## config.mk

```make
export PLATFORM = sky130hd
export DESIGN_NAME = lc3_mem_responder
export DESIGN_NICKNAME = d
export VERILOG_FILES = /design/src/rtl/lc3_mem_pkg.sv /design/src/rtl/wait_counter.sv /design/src/rtl/lc3_mem_responder.sv
export SDC_FILE = /design/constraint.sdc
export NUM_CORES = 1
export LEC_CHECK = 0
export CORE_UTILIZATION = 46
export CTS_BUF_LIST = sky130_fd_sc_hd__clkbuf_16
export DETAILED_ROUTE_END_ITERATION = 8
export PLACE_DENSITY = 0.85
export SETUP_SLACK_MARGIN = 0.3
export SLEW_MARGIN = 30
export SYNTH_ARGS = -nofsm -noshare
export SYNTH_HDL_FRONTEND = slang
export SYNTH_SLANG_ARGS = --single-unit
export TNS_END_PERCENT = 20
```

## constraint.sdc

```tcl
create_clock -name Clk -period 3.25 [get_ports Clk]
set_input_delay 0.4875 -clock Clk [delete_from_list [all_inputs] [get_ports Clk]]
set_output_delay 0.4875 -clock Clk [all_outputs]
set_load 0.02 [all_outputs]
```

## src/rtl/lc3_mem_pkg.sv

```systemverilog
// Shared types and constants for the LC-3 memory responder.
package lc3_mem_pkg;

    typedef logic [15:0] word_t;

    typedef enum logic [1:0] {
        IDLE   = 2'd0,
        ACCESS = 2'd1,
        DONE   = 2'd2,
        HOLD   = 2'd3
    } mem_state_t;

    localparam word_t IO_ADDR_DEFAULT = 16'hFFFF;
    localparam word_t LED_ADDR        = 16'hFFFE;

endpackage

```

## src/rtl/wait_counter.sv

```systemverilog
// Loadable 4-bit down-counter that saturates at zero; zero flag marks the last wait state.
module wait_counter (
    input  logic       clk,
    input  logic       srst,
    input  logic       load,
    input  logic [3:0] load_val,
    input  logic       en,
    output logic       zero
);

    logic [3:0] count_reg;

    always_ff @(posedge clk) begin
        if (srst) begin
            count_reg <= 4'd0;
        end else if (load) begin
            count_reg <= load_val;
        end else if (en && (count_reg != 4'd0)) begin
            count_reg <= count_reg - 4'd1;
        end
    end

    assign zero = (count_reg == 4'd0);

endmodule

```

## src/rtl/lc3_mem_responder.sv

```systemverilog
// LC-3 memory responder: sequences an async SRAM with fixed wait states and decodes MMIO.
// Optional LED register at IO_ADDR-1 is enabled by defining MMIO_LED_EN.
module lc3_mem_responder
    import lc3_mem_pkg::*;
#(
    parameter int    WAIT_STATES = 2,
    parameter word_t IO_ADDR     = IO_ADDR_DEFAULT
) (
    input  logic        Clk,
    input  logic        Reset_ah,
    input  logic        MEM_EN,
    input  logic        WE,
    input  logic [15:0] MAR,
    input  logic [15:0] MDR,
    input  logic [15:0] Switches,
    output logic [15:0] Data_to_CPU,
    output logic        R,
    output logic [15:0] HEX_Out,
    output logic [15:0] SRAM_ADDR,
    output logic [15:0] SRAM_DQ_Out,
    input  logic [15:0] SRAM_DQ_In,
    output logic        SRAM_CE_N,
    output logic        SRAM_OE_N,
    output logic        SRAM_WE_N
`ifdef MMIO_LED_EN
    ,
    output logic [15:0] LED_Out
`endif
);

    localparam logic [3:0] WAIT_LOAD = 4'(WAIT_STATES - 1);

    mem_state_t state_reg;
    word_t      addr_reg;
    word_t      wdata_reg;
    word_t      dout_reg;
    word_t      hex_reg;
    logic       we_reg;
    logic       r_reg;
    logic       ce_n_reg;
    logic       oe_n_reg;
    logic       we_n_reg;

    logic       is_io;
    logic       is_led;
    logic       is_mmio;
    logic       cnt_load;
    logic       cnt_zero;

`ifdef MMIO_LED_EN
    localparam word_t LED_SEL = IO_ADDR - 16'd1;
    word_t led_reg;
    assign is_led  = (MAR == LED_SEL);
    assign LED_Out = led_reg;
`else
    assign is_led = 1'b0;
`endif

    assign is_io    = (MAR == IO_ADDR);
    assign is_mmio  = is_io | is_led;
    assign cnt_load = (state_reg == IDLE) && MEM_EN && !is_mmio;

    wait_counter u_wait_counter (
        .clk      (Clk),
        .srst     (Reset_ah),
        .load     (cnt_load),
        .load_val (WAIT_LOAD),
        .en       (state_reg == ACCESS),
        .zero     (cnt_zero)
    );

    // Strobes and R are registered alongside the state so they never glitch.
    always_ff @(posedge Clk) begin
        if (Reset_ah) begin
            state_reg <= IDLE;
            addr_reg  <= '0;
            wdata_reg <= '0;
            dout_reg  <= '0;
            hex_reg   <= '0;
            we_reg    <= 1'b0;
            r_reg     <= 1'b0;
            ce_n_reg  <= 1'b1;
            oe_n_reg  <= 1'b1;
            we_n_reg  <= 1'b1;
`ifdef MMIO_LED_EN
            led_reg   <= '0;
`endif
        end else begin
            r_reg <= 1'b0;
            case (state_reg)
                IDLE: begin
                    if (MEM_EN) begin
                        addr_reg  <= MAR;
                        wdata_reg <= MDR;
                        we_reg    <= WE;
                        if (is_mmio) begin
                            state_reg <= DONE;
                            r_reg     <= 1'b1;
                            if (is_io) begin
                                if (WE) hex_reg  <= MDR;
                                else    dout_reg <= Switches;
                            end
`ifdef MMIO_LED_EN
                            if (is_led) begin
                                if (WE) led_reg  <= MDR;
                                else    dout_reg <= led_reg;
                            end
`endif
                        end else begin
                            state_reg <= ACCESS;
                            ce_n_reg  <= 1'b0;
                            oe_n_reg  <= WE;
                            we_n_reg  <= !WE;
                        end
                    end
                end
                ACCESS: begin
                    if (cnt_zero) begin
                        if (!we_reg) dout_reg <= SRAM_DQ_In;
                        state_reg <= DONE;
                        r_reg     <= 1'b1;
                        ce_n_reg  <= 1'b1;
                        oe_n_reg  <= 1'b1;
                        we_n_reg  <= 1'b1;
                    end
                end
                DONE: begin
                    state_reg <= HOLD;
                end
                HOLD: begin
                    // Re-arm only once the requester drops MEM_EN, so a held request is served once.
                    if (!MEM_EN) state_reg <= IDLE;
                end
                default: begin
                    state_reg <= IDLE;
                end
            endcase
        end
    end

    assign Data_to_CPU = dout_reg;
    assign R           = r_reg;
    assign HEX_Out     = hex_reg;
    assign SRAM_ADDR   = addr_reg;
    assign SRAM_DQ_Out = wdata_reg;
    assign SRAM_CE_N   = ce_n_reg;
    assign SRAM_OE_N   = oe_n_reg;
    assign SRAM_WE_N   = we_n_reg;

endmodule
```

==> impl_metrics.csv, run 1 <==
group,metric,value,unit
outcome,run_status,"completed",
worst_setup_path,crit_slowest_cell,"and2_1",
timing,min_period,2470,ps
global_routing,grtUsageMet1,0.275,
global_routing,grt_usage,0.231,
yosys,synth_area,3270,um2
clock_tree,cts_htree_levels,3,
cells_and_area,synthToLayoutAreaGrowth,53.3,%
route,wl_per_cell,14.6,um
floorplanning,die_area,7440,um2
worst_setup_path,crit_chain,"inv_1 > ha_1 > and2_1 > nand2_1 > o21ai_0 > a21oi_1",
timing,worst_slack,784,ps
global_routing,grt_pass1_wl,13700,um
route,firstDrtPassIters,4,
timing,drv_slew,0,
floorplanning,die_w,86.3,um
clock_tree,cts_hold_buf,0,
cells_and_area,fin_cells,592,
route,drc,0,
route,vias,3118,
worst_setup_path,worst_ep_required_time,3430,ps
timing,max_freq,0.406,GHz
yosys,synthFlopType,"dfxtp_1",
timing,finalSetupTns,0,ps
worst_setup_path,crit_path_start_kind,"register",
yosys,syn_nets,440,
yosys,synth.avg_cell_area,8.92,um2
yosys,ys_ff_latch,75,
global_routing,busiest_layer,"met2",
cells_and_area,fillCellCount,503,
worst_setup_path,crit_buf_inv,1,
clock_tree,cts_resized,0,
route,ant_nets,0,
timing,fin_crit_sh,0.759,
worst_setup_path,crit_path_max_incr_delay,580,ps
place,hpwlAfterDp,6220,um
cells_and_area,finish.utilization,0.733,
floorplanning,die_y,86.3,um
place,dpl.cell_count,576,
global_routing,grt_util_met2,0.391,
worst_setup_path,critPathTopFamily,"simple AND/OR/NAND/NOR gates",
worst_setup_path,crit_fanout,17,
worst_setup_path,crit_arrival,2640,ps
place,post-place-ws,620,ps
timing,holdWs,457,ps
yosys,muxShareOfSynthArea,0.0490,
yosys,synth_cells,366,
route,dr.first_iter.drc_count,140,
global_routing,antenna_found_initial,0,
global_routing,grt_max_degree,42,
place,gp_congestion,0.728,
yosys,synth_adder_area_share,0.0230,
clock_tree,numCtsBuffers,9,
power_and_ir_drop,p_leak,1.79,nW
clock_tree,cts_sinks,75,
timing,hold_viol_final,0,
clock_tree,cts_setup_buffers,0,
floorplanning,start_util,0.478,
clock_tree,clockBufferDepth,2,
cells_and_area,drive_gt1_frac,0.0907,
yosys,ys_seq_area_frac,0.460,
power_and_ir_drop,powerDensity,855,nW/um2
timing,finalSetupViolations,0,
clock_tree,clk_latency,330,ps
clock_tree,root_buffer,"clkbuf_16",
yosys,synthXorXnorAreaFrac,0.00268,
yosys,synth-simple-area-share,0.177,
yosys,synth-edff-count,0,
clock_tree,clk_pin_slew,60,ps
route,routed_wl,8650,um
cells_and_area,antenna_cells,0,
floorplanning,coreArea,6830,um2
worst_setup_path,crit_type,"register to register",
cells_and_area,nets,565,
clock_tree,cts_tree,"done",
worst_hold_path,hold_class,"register to register",
timing,tightestPinTransition,780,ps
flow_run,maxCapViolations,0,
yosys,synth.yosys.warnings,0,
global_routing,first_global_vias,2939,
floorplanning,ios,136,
timing,clock_skew,6.37,ps
power_and_ir_drop,ir_worst_vdd,0.000517,V
global_routing,grt_remaining_overflow,0,
timing,grt_setup_unrepaired,"no",
worst_setup_path,crit_path_end_kind,"register",
floorplanning,rows,30,
place,io_buffers,135,
route,vias_per_cell,5.27,
yosys,synth_top_family_by_area,"compound AO/OA/AOI/OAI gates",
yosys,synthArstFlopShare,0,
timing,maxSlewHeadroom,0.480,
yosys,synth_compound_area_frac,0.230,
global_routing,gr-usage-met3,0.0657,
yosys,ys_types,38,
## synthesized netlist by cell type, types with 2 or more instances
library cell | number | share of area
dfxtp_1 | 75 | 0.46
nand2_1 | 72 | 0.083
a21oi_1 | 56 | 0.086
a31oi_1 | 17 | 0.033
nand3_1 | 17 | 0.026
clkbuf_1 | 16 | 0.018
mux2i_1 | 16 | 0.049
a211oi_2 | 11 | 0.042
buf_2 | 9 | 0.014
o21ai_1 | 9 | 0.014
inv_1 | 8 | 0.0092
o21ai_0 | 8 | 0.012
a211oi_1 | 6 | 0.014
ha_1 | 6 | 0.023
nor2_1 | 6 | 0.0069
buf_6 | 3 | 0.010
nand4_4 | 3 | 0.020
nor3_1 | 3 | 0.0046
a211o_1 | 2 | 0.0054
nand2b_1 | 2 | 0.0038
nor3b_1 | 2 | 0.0046
o22a_1 | 2 | 0.0054
or4_1 | 2 | 0.0046
## cells by family after synthesis
| group | count (synthesis) |
|---|---|
| AOI/OAI and AO/OA | 116 |
| and+or+nand+nor | 115 |
| DFF | 75 |
| buffers and inverters | 37 |
| muxes | 16 |
| adders and majority gates | 6 |
| xor gates and xnor gates | 1 |
## layout make-up
type	count	area, um2	share of cell area
repair buffers	143	1410	0.281
clock buffers	9	225	0.0450
multi-input cells	254	1580	0.315
inverters	8	30.0	0.00600
clock inverters	7	146	0.0292
flip-flops and latches	75	1500	0.300
well taps	96	120	0.0240
## worst reg2reg max path, stage by stage (launching register included)
cell and delay [ps]:
dfxtp_1 340, inv_1 120, ha_1 350, and2_1 580, nand2_1 490, o21ai_0 350, a21oi_1 90
## per-stage QoR
stage                     power (mW)  cell area (um2)
after floorplan                 2.47             3270
after global placement          3.02             4630
after detailed placement        3.08             4630
after CTS                       4.31             5000
after global routing            4.51             5000
final                           4.28             5000
## power breakdown
part / internal (mW) / total (mW) / switching (mW)
logic: 0.800 / 1.82 / 1.02
registers: 1.13 / 1.24 / 0.110
clock network: 0.834 / 1.22 / 0.384
total: 2.76 / 4.28 / 1.52
## worst paths after layout
path	endpoint	cells past startpoint	slack, ps	startpoint
setup / recovery	HEX_Out[15]	6	780	state_reg[0]
hold / removal	SRAM_ADDR[2]	2	460	SRAM_ADDR[2]
setup reg to reg	HEX_Out[15]	6	780	state_reg[0]
hold reg to reg	SRAM_ADDR[2]	2	460	SRAM_ADDR[2]
## placed cells by master, fill, tap and decap left out, types with 2 or more instances in the layout
| master | synthesis | routed |
|---|---|---|
| clkdlybuf4s50_1 | 0 | 134 |
| dfxtp_1 | 75 | 75 |
| nand2_1 | 72 | 72 |
| a21oi_1 | 56 | 56 |
| nand3_1 | 17 | 17 |
| a31oi_1 | 17 | 17 |
| mux2i_1 | 16 | 16 |
| a211oi_2 | 11 | 11 |
| o21ai_1 | 9 | 9 |
| clkbuf_16 | 0 | 9 |
| inv_1 | 8 | 8 |
| o21ai_0 | 8 | 8 |
| buf_4 | 0 | 8 |
| nor2_1 | 6 | 6 |
| a211oi_1 | 6 | 6 |
| ha_1 | 6 | 6 |
| bufinv_16 | 0 | 4 |
| nand4_4 | 3 | 3 |
| nor3_1 | 3 | 3 |
| or4_1 | 2 | 2 |
| nor3b_1 | 2 | 2 |
| nand2b_1 | 2 | 2 |
| a211o_1 | 2 | 2 |
| o22a_1 | 2 | 2 |
| inv_6 | 0 | 2 |
## routing by layer
| layer | up-vias | part of all wire |
|---|---|---|
| li1 | 1551 | - |
| met1 | 1443 | 0.42 |
| met2 | 106 | 0.48 |
| met3 | 18 | 0.071 |
| met4 | 0 | 0.024 |
| met5 | - | 0 |
Note: power is estimated with default switching activity, not from simulation.
==> inputs of run 2 (changes only) <==
--- a/config.mk
+++ b/config.mk
@@ -5,10 +5,10 @@
 export SDC_FILE = /design/constraint.sdc
 export NUM_CORES = 1
 export LEC_CHECK = 0
-export CORE_UTILIZATION = 46
+export CORE_UTILIZATION = 39
 export CTS_BUF_LIST = sky130_fd_sc_hd__clkbuf_16
 export DETAILED_ROUTE_END_ITERATION = 8
-export PLACE_DENSITY = 0.85
+export PLACE_DENSITY = 0.77
 export SETUP_SLACK_MARGIN = 0.3
 export SLEW_MARGIN = 30
 export SYNTH_ARGS = -nofsm -noshare
==> constraint.sdc (replaced) <==
create_clock -name Clk -period 2 [get_ports Clk]
set_input_delay 0.3 -clock Clk [delete_from_list [all_inputs] [get_ports Clk]]
set_output_delay 0.3 -clock Clk [all_outputs]
set_load 0.02 [all_outputs]
==> run 2 against run 1 <==
  * Die area grew 18%
  * Critical path depth is the same
  * Critical path type is now input pin to register
  * Critical endpoint is now HEX_Out[0]
  * Largest power group unchanged
  * First-iteration DRC count grew 4.3%
  * Via count grew 3.7%
==> impl_metrics.csv, run 2 (synthesized netlist as in run 1, its figures left out) <==
group,metric,value,unit
place,post-place-ws,-174,ps
timing,min_period,1680,ps
outcome,run_status,"completed",
cells_and_area,final_common_cell,"clkdlybuf4s50_1",
power_and_ir_drop,clkPwrFrac,0.241,
cells_and_area,drive_gt1_frac,0.141,
clock_tree,cts_sinks,75,
route,routed_wl,9520,um
route,firstDrtPassIters,4,
flow_run,maxCapViolations,0,
floorplanning,start_util,0.399,
global_routing,grt_remaining_overflow,0,
worst_hold_path,holdPathStages,3,
power_and_ir_drop,powerDensity,1350,nW/um2
timing,tightestPinTransition,376,ps
power_and_ir_drop,p_sw_frac,0.380,
worst_setup_path,r2r_end,"u_wait_counter.count_reg[1]",
clock_tree,clk_pin_slew,60,ps
power_and_ir_drop,seqPwrFrac,0.289,
power_and_ir_drop,ir_worst_vdd,0.000657,V
place,hpwlAfterDp,6480,um
worst_setup_path,crit_type,"input pin to register",
place,io_buffers,135,
global_routing,antenna_found_initial,0,
route,ant_nets,0,
route,vias_per_cell,5.26,
timing,hold_viol_final,0,
cells_and_area,synthToLayoutAreaGrowth,59.6,%
floorplanning,rows,33,
worst_hold_path,hold_class,"input pin to register",
timing,grt_setup_unrepaired,"yes",
place,dpl-instance-area,4800,um2
power_and_ir_drop,p_sw,2.67,mW
worst_hold_path,worstHoldStart,"MAR[7]",
timing,maxSlewHeadroom,0.746,
power_and_ir_drop,power_frac_comb,0.469,
cells_and_area,nets,578,
worst_setup_path,crit_arrival,1900,ps
timing,worst_slack,315,ps
place,dpl.cell_count,595,
worst_setup_path,rrSetupSlack,320,ps
worst_setup_path,rr_startpoint,"u_wait_counter.count_reg[1]",
floorplanning,die_y,93.5,um
floorplanning,coreArea,8180,um2
cells_and_area,antenna_cells,0,
clock_tree,cts_htree_levels,3,
route,dr.first_iter.drc_count,146,
power_and_ir_drop,p_int,4.36,mW
clock_tree,cts_tree,"done",
power_and_ir_drop,p_leak,1.89,nW
clock_tree,clockBufferDepth,2,
place,gp_congestion,0.799,
timing,fin_crit_sh,0.842,
timing,clock_skew,6.70,ps
floorplanning,die_area,8740,um2
clock_tree,root_buffer,"clkbuf_16",
floorplanning,die_w,93.5,um
global_routing,grt_max_degree,75,
route,wl_per_cell,15.5,um
global_routing,first_global_vias,3068,
cells_and_area,fin_cells,614,
clock_tree,clk_latency,340,ps
floorplanning,ios,136,
timing,drv_slew,0,
global_routing,grt_pass1_wl,14800,um
power_and_ir_drop,power,7.03,mW
worst_setup_path,crit_path_start_kind,"input pin",
worst_setup_path,crit_path_end_kind,"register",
worst_hold_path,hold_end,"SRAM_ADDR[7]",
cells_and_area,fillCellCount,695,
clock_tree,numCtsBuffers,9,
worst_setup_path,worstRegToRegCells,6,
route,drc,0,
global_routing,grt_usage,0.216,
cells_and_area,fin_area,5210,um2
timing,max_freq,0.594,GHz
cells_and_area,final_cell_mix,"clkdlybuf4s50_1 (124), dfxtp_1 (72), nand2_1 (71)",
timing,finalSetupViolations,0,
worst_setup_path,worst_ep_required_time,2210,ps
route,vias,3232,
worst_setup_path,crit_fanout,18,
[run 2: layer usage]
| metal | track usage | routed length, um |
|---|---|---|
| met1 | 0.254 | 3910 |
| met2 | 0.368 | 4580 |
| met3 | 0.0780 | 917 |
| met4 | 0.0641 | 114 |
| met5 | 0 | 0 |
[run 2: final cells by class]
class / instances / area, um2 / share of cell area
multi-input cells: 254 / 1650 / 0.317
repair buffers: 156 / 1570 / 0.302
flip-flops and latches: 75 / 1510 / 0.289
clock buffers: 9 / 225 / 0.0432
well taps: 105 / 131 / 0.0252
clock inverters: 7 / 95.1 / 0.0182
inverters: 8 / 30.0 / 0.00576
[run 2: timing repair]
| item | in CTS | in global routing |
|---|---|---|
| endpoints found under the setup margin | 35 | 62 |
| pin swaps | 1 | 1 |
| endpoints found under the hold margin | 0 | 0 |
| gates resized for setup | 16 | 19 |
| hold buffers | 0 | 0 |
| setup buffers | 1 | 2 |
[run 2: worst max path at each step]
stage	depth (start not counted)	to	start	slack, ps
after global placement	6	HEX_Out[3]	MAR[2]	-90
after detailed placement	6	HEX_Out[3]	MAR[4]	-170
after global routing	6	state_reg[0]	u_wait_counter.count_reg[1]	240
after floorplan	8	Data_to_CPU[10]	state_reg[1]	300
final	6	HEX_Out[0]	MAR[5]	320
after CTS	7	Data_to_CPU[2]	state_reg[0]	260
[run 2: critical path, stage by stage]
cell	delay [ps]
clkdlybuf4s50_1	530
nand4_4	140
or4_4	520
buf_8	180
o21ai_0	150
a21oi_1	80
[run 2: power by group through the flow]
stage	combinational [mW]	clock [mW]	sequential, mW
after CTS	3.20	1.73	2.03
after detailed placement	3.16	0	2.05
after global placement	3.09	0	2.03
final	3.30	1.70	2.03
after floorplan	1.69	0	2.39
after global routing	3.55	1.80	2.07
[run 2: metrics by stage]
stage	hold slack [ps]	setup TNS, ps	utilization
2_1_floorplan	419	0	-
3_5_place_dp	442	-2950	0.587
3_3_place_gp	440	-1320	0.587
6_report	296	0	0.637
5_1_grt	297	0	0.637
4_1_cts	371	0	0.629
==> inputs of run 3 (changes only) <==
--- a/config.mk
+++ b/config.mk
@@ -5,10 +5,10 @@
 export SDC_FILE = /design/constraint.sdc
 export NUM_CORES = 1
 export LEC_CHECK = 0
-export CORE_UTILIZATION = 39
+export CORE_UTILIZATION = 43
 export CTS_BUF_LIST = sky130_fd_sc_hd__clkbuf_16
 export DETAILED_ROUTE_END_ITERATION = 8
-export PLACE_DENSITY = 0.77
+export PLACE_DENSITY = 0.81
 export SETUP_SLACK_MARGIN = 0.3
 export SLEW_MARGIN = 30
 export SYNTH_ARGS = -nofsm -noshare
==> constraint.sdc (replaced) <==
create_clock -name Clk -period 1.7 [get_ports Clk]
set_input_delay 0.255 -clock Clk [delete_from_list [all_inputs] [get_ports Clk]]
set_output_delay 0.255 -clock Clk [all_outputs]
set_load 0.02 [all_outputs]
==> run 3 against run 2 <==
  * The run now ends with negative setup slack left
  * Critical path depth increased by 1
  * Setup slack worse by 340 ps
  * Total power rose by 27%
==> impl_metrics.csv, run 3 (synthesized netlist as in run 1, its figures left out) <==
group,metric,value,unit
outcome,run_status,"finished with violations",
outcome,failed_checks,"negative setup slack",
timing,finalSetupViolations,1,
place,gp_congestion,0.728,
timing,tightestPinTransition,454,ps
cells_and_area,synthToLayoutAreaGrowth,74.3,%
power_and_ir_drop,ir_worst_vdd,0.000805,V
clock_tree,root_buffer,"clkbuf_16",
floorplanning,die_y,89.1,um
route,vias_per_cell,5.58,
place,post-place-ws,-431,ps
timing,maxSlewHeadroom,0.693,
global_routing,grt_usage,0.294,
clock_tree,numCtsBuffers,9,
timing,drv_slew,0,
worst_hold_path,worstHoldStart,"MAR[8]",
clock_tree,clockBufferDepth,2,
worst_setup_path,worstSetupStartpoint,"u_wait_counter.count_reg[0]",
route,drc,0,
timing,min_period,1720,ps
floorplanning,die_area,7950,um2
route,routed_wl,12300,um
power_and_ir_drop,p_leak,2.09,nW
route,dr.first_iter.drc_count,170,
cells_and_area,fin_cells,638,
worst_setup_path,crit_chain,"inv_4 > ha_4 > nor3b_4 > nand2b_4 > buf_12 > a31oi_1 > a211oi_1",
timing,max_freq,0.581,GHz
power_and_ir_drop,power,8.91,mW
route,firstDrtPassIters,6,
cells_and_area,fin_area,5690,um2
clock_tree,cts_htree_levels,3,
cells_and_area,nets,607,
flow_run,maxCapViolations,0,
global_routing,grt_remaining_overflow,0,
route,wl_per_cell,19.2,um
worst_setup_path,crit_arrival,1930,ps
global_routing,grt_max_degree,75,
global_routing,antenna_found_initial,0,
floorplanning,coreArea,7290,um2
worst_setup_path,rr_startpoint,"u_wait_counter.count_reg[0]",
place,dpl-instance-area,4900,um2
power_and_ir_drop,powerDensity,1570,nW/um2
worst_setup_path,crit_type,"register to register",
clock_tree,cts_tree,"done",
worst_hold_path,hold_class,"input pin to register",
worst_setup_path,worstRegToRegCells,7,
route,vias,3561,
floorplanning,rows,31,
worst_setup_path,crit_fanout,16,
floorplanning,ios,136,
cells_and_area,final_cell_mix,"clkdlybuf4s50_1 (118), dfxtp_1 (71), nand2_1 (70)",
cells_and_area,drive_gt1_frac,0.258,
worst_setup_path,r2r_end,"Data_to_CPU[4]",
timing,hold_viol_final,0,
timing,clock_skew,9.44,ps
worst_setup_path,crit_path_end_kind,"register",
floorplanning,die_w,89.1,um
place,dpl.cell_count,598,
worst_setup_path,crit_slowest_cell,"dfxtp_4",
cells_and_area,finish.utilization,0.781,
global_routing,grt_pass1_wl,17400,um
worst_setup_path,crit_path_max_incr_delay,350,ps
worst_setup_path,rrSetupSlack,-20,ps
clock_tree,clk_latency,340,ps
clock_tree,cts_sinks,75,
cells_and_area,final_common_cell,"clkdlybuf4s50_1",
worst_setup_path,cp-endpoint,"Data_to_CPU[4]",
timing,fin_crit_sh,1.01,
global_routing,first_global_vias,3461,
clock_tree,clk_pin_slew,70,ps
worst_setup_path,worst_ep_required_time,1910,ps
route,ant_nets,0,
timing,worst_slack,-22.6,ps
worst_setup_path,crit_path_start_kind,"register",
place,hpwlAfterDp,6780,um
timing,grt_setup_unrepaired,"yes",
floorplanning,start_util,0.448,
place,io_buffers,135,
cells_and_area,fillCellCount,449,
## run 3: cell count changes in the layout (fill, tap and decap cells not counted), moves of 7 or more
cell	change
a21oi_1	-7
buf_4	+22
a21oi_2	+7
nand3_1	-11
nand3_2	+9
## run 3: layout make-up
type / count / area (um2) / area share
tap: 99 / 124 / 0.0218
sequential: 75 / 1510 / 0.266
timing repair buffer: 185 / 1930 / 0.339
antenna: 1 / 2.50 / 0.000440
clock inverter: 7 / 60.1 / 0.0106
clock buffer: 9 / 225 / 0.0396
multi-input combinational: 254 / 1800 / 0.316
inverter: 8 / 37.5 / 0.00659
## run 3: critical path, delay by kind of cell (launching register included)
family	cells	cell delay, ps
buffers and inverters	2	200
DFF	1	350
and+or+nand+nor	2	500
adders and majority gates	1	130
AOI/OAI and AO/OA	2	420
## run 3: through the flow
stage,hold slack (ps),TNS [ps]
after floorplan,374,0
after global placement,441,-12030
after detailed placement,448,-14100
after CTS,210,0
after global routing,247,-70.2
final,212,-22.6
## run 3: worst min path at each step
stage | to | slack [ps] | depth (start not counted)
floorplan | SRAM_OE_N | 370 | 1
global placement | SRAM_ADDR[8] | 440 | 2
detailed placement | SRAM_ADDR[15] | 450 | 2
CTS | SRAM_ADDR[8] | 210 | 3
global route | SRAM_ADDR[8] | 250 | 3
finish | SRAM_ADDR[8] | 210 | 3
## run 3: layer usage
metal | part of all wire | GRT usage | up-vias
li1 | - | - | 1645
met1 | 0.36 | 0.315 | 1664
met4 | 0.047 | 0.163 | 0
met5 | 0 | 0 | -
met3 | 0.077 | 0.0646 | 52
met2 | 0.51 | 0.534 | 200
## run 3: where the power goes
part	switching, mW	internal [mW]
clock	0.839	1.02
combinational	2.44	2.19
sequential	0.250	2.17
total	3.53	5.38
## run 3: repair_timing
item	CTS	global route
hold buffers	0	0
gates resized for setup	78	23
setup buffers	11	6
cloned	5	1
setup endpoints to repair	132	135
pin swaps	17	10
